File: src/rtl/led_status_sequencer.sv
// led_status_sequencer: stretched event flashes, power-up sweep, idle heartbeat and lamp test on 4 active-low LEDs.
// Latency: event_in rising in cycle N lights leds[i] from cycle N+2; leds, bnc and sweep_done are registered.
// Backpressure: none, event_in is sampled every cycle; define LED_STATUS_BNC_MIRROR_EN to mirror activity onto bnc.
module led_status_sequencer #(
  parameter int TICK_DIV      = 100000,
  parameter int STRETCH_TICKS = 50,
  parameter int HB_TICKS      = 500,
  parameter int SWEEP_TICKS   = 250
) (
  input  logic       clk,
  input  logic       rst_n,
  input  logic [3:0] event_in,
  input  logic       test_en,
  output logic [3:0] leds,
  output logic [3:0] bnc,
  output logic [3:0] gnd,
  output logic       sweep_done
);

  localparam int DW = $clog2(TICK_DIV);
  localparam int SW = $clog2(STRETCH_TICKS + 1);
  localparam int HW = $clog2(HB_TICKS + 1);
  localparam int PW = $clog2(SWEEP_TICKS + 1);

  localparam logic [DW-1:0] DIV_LAST     = DW'(TICK_DIV - 1);
  localparam logic [SW-1:0] STRETCH_LOAD = SW'(STRETCH_TICKS);
  localparam logic [HW-1:0] HB_LAST      = HW'(HB_TICKS - 1);
  localparam logic [PW-1:0] SWEEP_LAST   = PW'(SWEEP_TICKS - 1);

  typedef enum logic [1:0] {
    SWEEP = 2'd0,
    RUN   = 2'd1,
    TEST  = 2'd2
  } state_t;

  logic [DW-1:0] div_cnt;
  logic          tick;
  logic [3:0]    event_q;
  logic [3:0]    evt_edge;
  logic [SW-1:0] cnt [4];
  logic [3:0]    act;
  logic [HW-1:0] hb_cnt;
  logic          hb;
  state_t        state;
  logic [3:0]    sweep_lit;
  logic [PW-1:0] sweep_cnt;
  logic [3:0]    lit;

  assign gnd = 4'h0;

  // Free-running prescaler; tick marks the last cycle of each period.
  always_ff @(posedge clk or negedge rst_n) begin
    if (!rst_n) begin
      div_cnt <= '0;
    end else if (div_cnt == DIV_LAST) begin
      div_cnt <= '0;
    end else begin
      div_cnt <= div_cnt + 1'b1;
    end
  end

  assign tick = (div_cnt == DIV_LAST);

  // One-cycle delayed copy of event_in for rising-edge detection.
  always_ff @(posedge clk or negedge rst_n) begin
    if (!rst_n) begin
      event_q <= 4'h0;
    end else begin
      event_q <= event_in;
    end
  end

  assign evt_edge = event_in & ~event_q;

  // Per-channel stretch: an edge (re)loads, ticks drain; a load beats a coincident tick.
  always_ff @(posedge clk or negedge rst_n) begin
    if (!rst_n) begin
      for (int i = 0; i < 4; i++) cnt[i] <= '0;
    end else begin
      for (int i = 0; i < 4; i++) begin
        if (evt_edge[i]) begin
          cnt[i] <= STRETCH_LOAD;
        end else if (tick && (cnt[i] != '0)) begin
          cnt[i] <= cnt[i] - 1'b1;
        end
      end
    end
  end

  // Channel activity is simply a nonzero stretch count.
  always_comb begin
    act = 4'h0;
    for (int i = 0; i < 4; i++) act[i] = (cnt[i] != '0);
  end

  // Heartbeat toggles every HB_TICKS ticks regardless of mode.
  always_ff @(posedge clk or negedge rst_n) begin
    if (!rst_n) begin
      hb_cnt <= '0;
      hb     <= 1'b0;
    end else if (tick) begin
      if (hb_cnt == HB_LAST) begin
        hb_cnt <= '0;
        hb     <= ~hb;
      end else begin
        hb_cnt <= hb_cnt + 1'b1;
      end
    end
  end

  // LED pattern for the current mode; heartbeat only shows when all channels are idle.
  always_comb begin
    lit = sweep_lit;
    case (state)
      RUN:     lit = {act[3:1], act[0] | (hb & ~|act)};
      TEST:    lit = 4'hF;
      default: lit = sweep_lit;
    endcase
  end

  // Mode FSM with registered LED drive; lamp test overrides and aborts the sweep.
  always_ff @(posedge clk or negedge rst_n) begin
    if (!rst_n) begin
      state      <= SWEEP;
      sweep_lit  <= 4'b0001;
      sweep_cnt  <= '0;
      sweep_done <= 1'b0;
      leds       <= 4'hF;
    end else begin
      leds <= ~lit;
      case (state)
        SWEEP: begin
          if (test_en) begin
            state      <= TEST;
            sweep_done <= 1'b1;
          end else if (tick) begin
            if (sweep_cnt == SWEEP_LAST) begin
              sweep_cnt <= '0;
              if (sweep_lit[3]) begin
                state      <= RUN;
                sweep_done <= 1'b1;
              end else begin
                sweep_lit <= {sweep_lit[2:0], 1'b0};
              end
            end else begin
              sweep_cnt <= sweep_cnt + 1'b1;
            end
          end
        end
        RUN: begin
          if (test_en) begin
            state      <= TEST;
            sweep_done <= 1'b1;
          end
        end
        TEST: begin
          if (!test_en) state <= RUN;
        end
        default: state <= SWEEP;
      endcase
    end
  end

`ifdef LED_STATUS_BNC_MIRROR_EN
  // Raw stretched activity on the BNCs, aligned with the LED register.
  always_ff @(posedge clk or negedge rst_n) begin
    if (!rst_n) begin
      bnc <= 4'h0;
    end else begin
      bnc <= act;
    end
  end
`else
  assign bnc = 4'h0;
`endif

endmodule

File: config.mk
export PLATFORM = sky130hd
export DESIGN_NAME = led_status_sequencer
export DESIGN_NICKNAME = d
export VERILOG_FILES = /design/src/rtl/led_status_sequencer.sv
export SDC_FILE = /design/constraint.sdc
export NUM_CORES = 1
export LEC_CHECK = 0
export ABC_AREA = 1
export CELL_PAD_IN_SITES_DETAIL_PLACEMENT = 1
export CELL_PAD_IN_SITES_GLOBAL_PLACEMENT = 1
export CORE_MARGIN = 5
export CORE_UTILIZATION = 25
export CTS_CLUSTER_DIAMETER = 100
export CTS_CLUSTER_SIZE = 12
export DETAILED_ROUTE_END_ITERATION = 10
export GPL_TIMING_DRIVEN = 0
export PLACE_DENSITY = 0.53
export RECOVER_POWER = 50
export SLEW_MARGIN = 20
export SYNTH_ARGS = -nofsm -noshare
export SYNTH_HDL_FRONTEND = slang
export SYNTH_SLANG_ARGS = --single-unit
File: constraint.sdc
create_clock -name clk -period 3.3 [get_ports clk]
set_input_delay 0.495 -clock clk [delete_from_list [all_inputs] [get_ports clk]]
set_output_delay 0.495 -clock clk [all_outputs]
set_load 0.005 [all_outputs]
==> results.json <==
{
  "maxCapViolations": 0,
  "cts_tree": "yes",
  "vias_per_cell": 4.359,
  "synthDominantCellAreaShare": 0.3995,
  "insertion_delay_ns": 0.34,
  "grt_pass1_wl_um": 18910,
  "path_max_fanout": 7,
  "clkSinkCount": 74,
  "crit-reg2reg-launch": "div_cnt[0]",
  "area_delta_synth_final_pct": 17.49,
  "chipHeight_um": 141.5,
  "ir_drop_uv": 250.9,
  "start_util": 0.2525,
  "arrival_ns": 2.15,
  "gp_congestion": 0.7763,
  "drc": 0,
  "grt_setup_unrepaired": "false",
  "setup_tns_ns": 0,
  "status": "complete, no violations",
  "path_clk_slew_ns": 0.06,
  "die_w_um": 141.5,
  "cts_setup_buffers": 0,
  "synth_area_um2": 4322,
  "hold_class": "input port to asynchronous set/reset pin",
  "ff2ff_setup_slack_ns": 1.38,
  "grt_max_degree": 41,
  "setup_ws_ns": 1.379,
  "synthFlopType": "dfrtp_1",
  "setup_viol": 0,
  "clock_tree.root_cell": "clkbuf_16",
  "finalCriticalPeriod_ns": 1.921,
  "clk_path_buf_depth": 2,
  "io_pins": 20,
  "overflow": 0,
  "wirelength_um": 10750,
  "grt_pass1_vias": 3960,
  "max_freq_mhz": 520.6,
  "synthTopCellsByArea": "dfrtp_1 (40%), nand2_1 (14%), nand3_1 (8.2%), inv_1 (7.4%), nor2_1 (5.6%)",
  "rr_endpoint": "state[0]",
  "seq_area_frac_synth": 0.4299,
  "via_count": 3692,
  "die_area_um2": 20020,
  "dp_hpwl_um": 8084,
  "drive_gt1_frac": 0.07717,
  "path_class": "register to register",
  "hold_violations": 0,
  "synth_warnings": 0,
  "tightest_slew_ns": 0.5623,
  "finalCritPeriodShare": 0.5821,
  "netlist_instances": 587,
  "wl_per_cell_um": 12.69,
  "skew_ns": 0.006671,
  "cts_max_level": 3,
  "fillers": 2110,
  "synth_seq_cells": 74,
  "worstPathRequired_ns": 3.53,
  "rr_worst_depth": 8,
  "cp-start-kind": "register",
  "grt_usage": 0.1162,
  "p_per_area_nw_per_um2": 504.3,
  "firstDrtPassIters": 4,
  "nNetsFinal": 637,
  "slew_headroom": 0.6252,
  "ctsResizeCount": 0,
  "holdBufCountCts": 0,
  "cts_inserted_buffers": 9,
  "synth-edff-count": 0,
  "rows": 48,
  "ant_nets": 0,
  "port_buffers": 11,
  "dr.first_iter.drc_count": 132,
  "diodes": 0,
  "slew_viol_final": 0,
  "ys_types": 29,
  "antenna_found_initial": 0,
  "cp-end-kind": "register",
  "async_reset_ff_frac": 1.000,
  "p_leak_nw": 2.573,
  "syn_avg_cell_area_um2": 7.362,
  "synth.largest_area_cell": "dfrtp_1",
  "core_um2": 17120,
  "dp_slack_ns": 1.181
}
==> worst max path at each step <==
stage	from	endpoint	slack, ns	cells after the start
finish	div_cnt[0]	state[0]	1.38	8
global route	div_cnt[0]	state[0]	1.13	8
CTS	div_cnt[0]	state[0]	1.30	8
detailed placement	test_en	sweep_cnt[6]	1.18	8
global placement	rst_n	cnt[1]	-1.34	1
floorplan	div_cnt[0]	sweep_lit[1]	1.77	10
==> cells in the mapped netlist, types with 7 or more instances <==
library cell	count
a21oi_1	11
buf_4	8
dfrtp_1	69
ha_1	13
inv_1	85
nand2_1	165
nand3_1	71
nand4_1	14
nor2_1	65
nor3_1	7
o21ai_0	23
xor2_1	16
==> layout by cell type (no fill, tap or decap), types with 3 or more instances in the layout <==
| master | Yosys | routed |
|---|---|---|
| a21oi_1 | 11 | 11 |
| buf_4 | 8 | 9 |
| clkbuf_1 | 3 | 4 |
| clkbuf_16 | 0 | 9 |
| clkdlybuf4s50_1 | 0 | 6 |
| conb_1 | 1 | 8 |
| dfrtp_1 | 69 | 69 |
| dfstp_2 | 5 | 5 |
| dlygate4sd3_1 | 0 | 4 |
| ha_1 | 13 | 13 |
| inv_1 | 85 | 85 |
| inv_2 | 3 | 3 |
| nand2_1 | 165 | 165 |
| nand2_2 | 3 | 3 |
| nand2_4 | 4 | 4 |
| nand3_1 | 71 | 71 |
| nand3b_1 | 4 | 4 |
| nand4_1 | 14 | 14 |
| nor2_1 | 65 | 65 |
| nor3_1 | 7 | 7 |
| o21ai_0 | 23 | 23 |
| o21bai_1 | 4 | 4 |
| or2_2 | 3 | 3 |
| xor2_1 | 16 | 16 |
==> power by group <==
| part | switching (W) | internal [W] |
|---|---|---|
| Clock | 0.000397 | 0.000681 |
| Combinational | 0.000276 | 0.000180 |
| Sequential | 0.0000432 | 0.000984 |
==> cells by family after synthesis <==
family          Yosys count  share of synthesized area
compound gates           41                    0.05125
xor+xnor                 18                    0.03648
flops                    74                     0.4299
fa+ha+maj                13                    0.03764
buf+inv                 102                     0.1022
other cells               1                  0.0008677
simple gates            338                     0.3416
==> final cells by class <==
cell class,count,area (um2),share of cell area
buffer,14,111.4,0.02193
inverter,88,330.3,0.06506
sequential,74,1858,0.3659
multi-input combinational,418,2048,0.4034
clock buffer,11,242.7,0.04781
clock inverter,5,77.57,0.01528
timing repair buffer,12,127.6,0.02514
tap,225,281.5,0.05545
==> through the flow <==
step           utilization  total power, W  hold WS (ns)  cells  area [um2]
2_1_floorplan            -        0.001335        0.1994    594        4348
3_3_place_gp        0.2769        0.001496        0.4493    830        4740
3_5_place_dp        0.2779        0.001513        0.4563    831        4757
4_1_cts             0.2966        0.002621        0.1684    847        5077
5_1_grt             0.2966        0.002735        0.1957    847        5077
6_report            0.2966        0.002560        0.1426    847        5077
==> layer usage <==
| layer | global-route usage | vias up | share of wire |
|---|---|---|---|
| met2 | 0.1884 | 28 | 0.47 |
| met5 | 0 | - | 0 |
| met3 | 0.02595 | 14 | 0.023 |
| met1 | 0.1516 | 1757 | 0.49 |
| met4 | 0.04444 | 0 | 0.022 |
| li1 | - | 1893 | - |
==> worst max-delay path, stage by stage (launching register included) <==
cell and delay (ns):
dfrtp_1 0.37, ha_1 0.18, nand2_1 0.11, nor2_1 0.25, nand4_1 0.43, nand2_1 0.27
nand2_1 0.09, nand2_1 0.06, nand2_1 0.05
==> flip-flops by register name, indices dropped and copies added, names as in the netlist <==
signal,count
div_cnt,17
sweep_done,1
hb_cnt,9
leds,4
cnt,24
sweep_cnt,8
event_q,4
hb,1
state,2
sweep_lit,4
No activity file was read; power rests on OpenSTA's default activity.
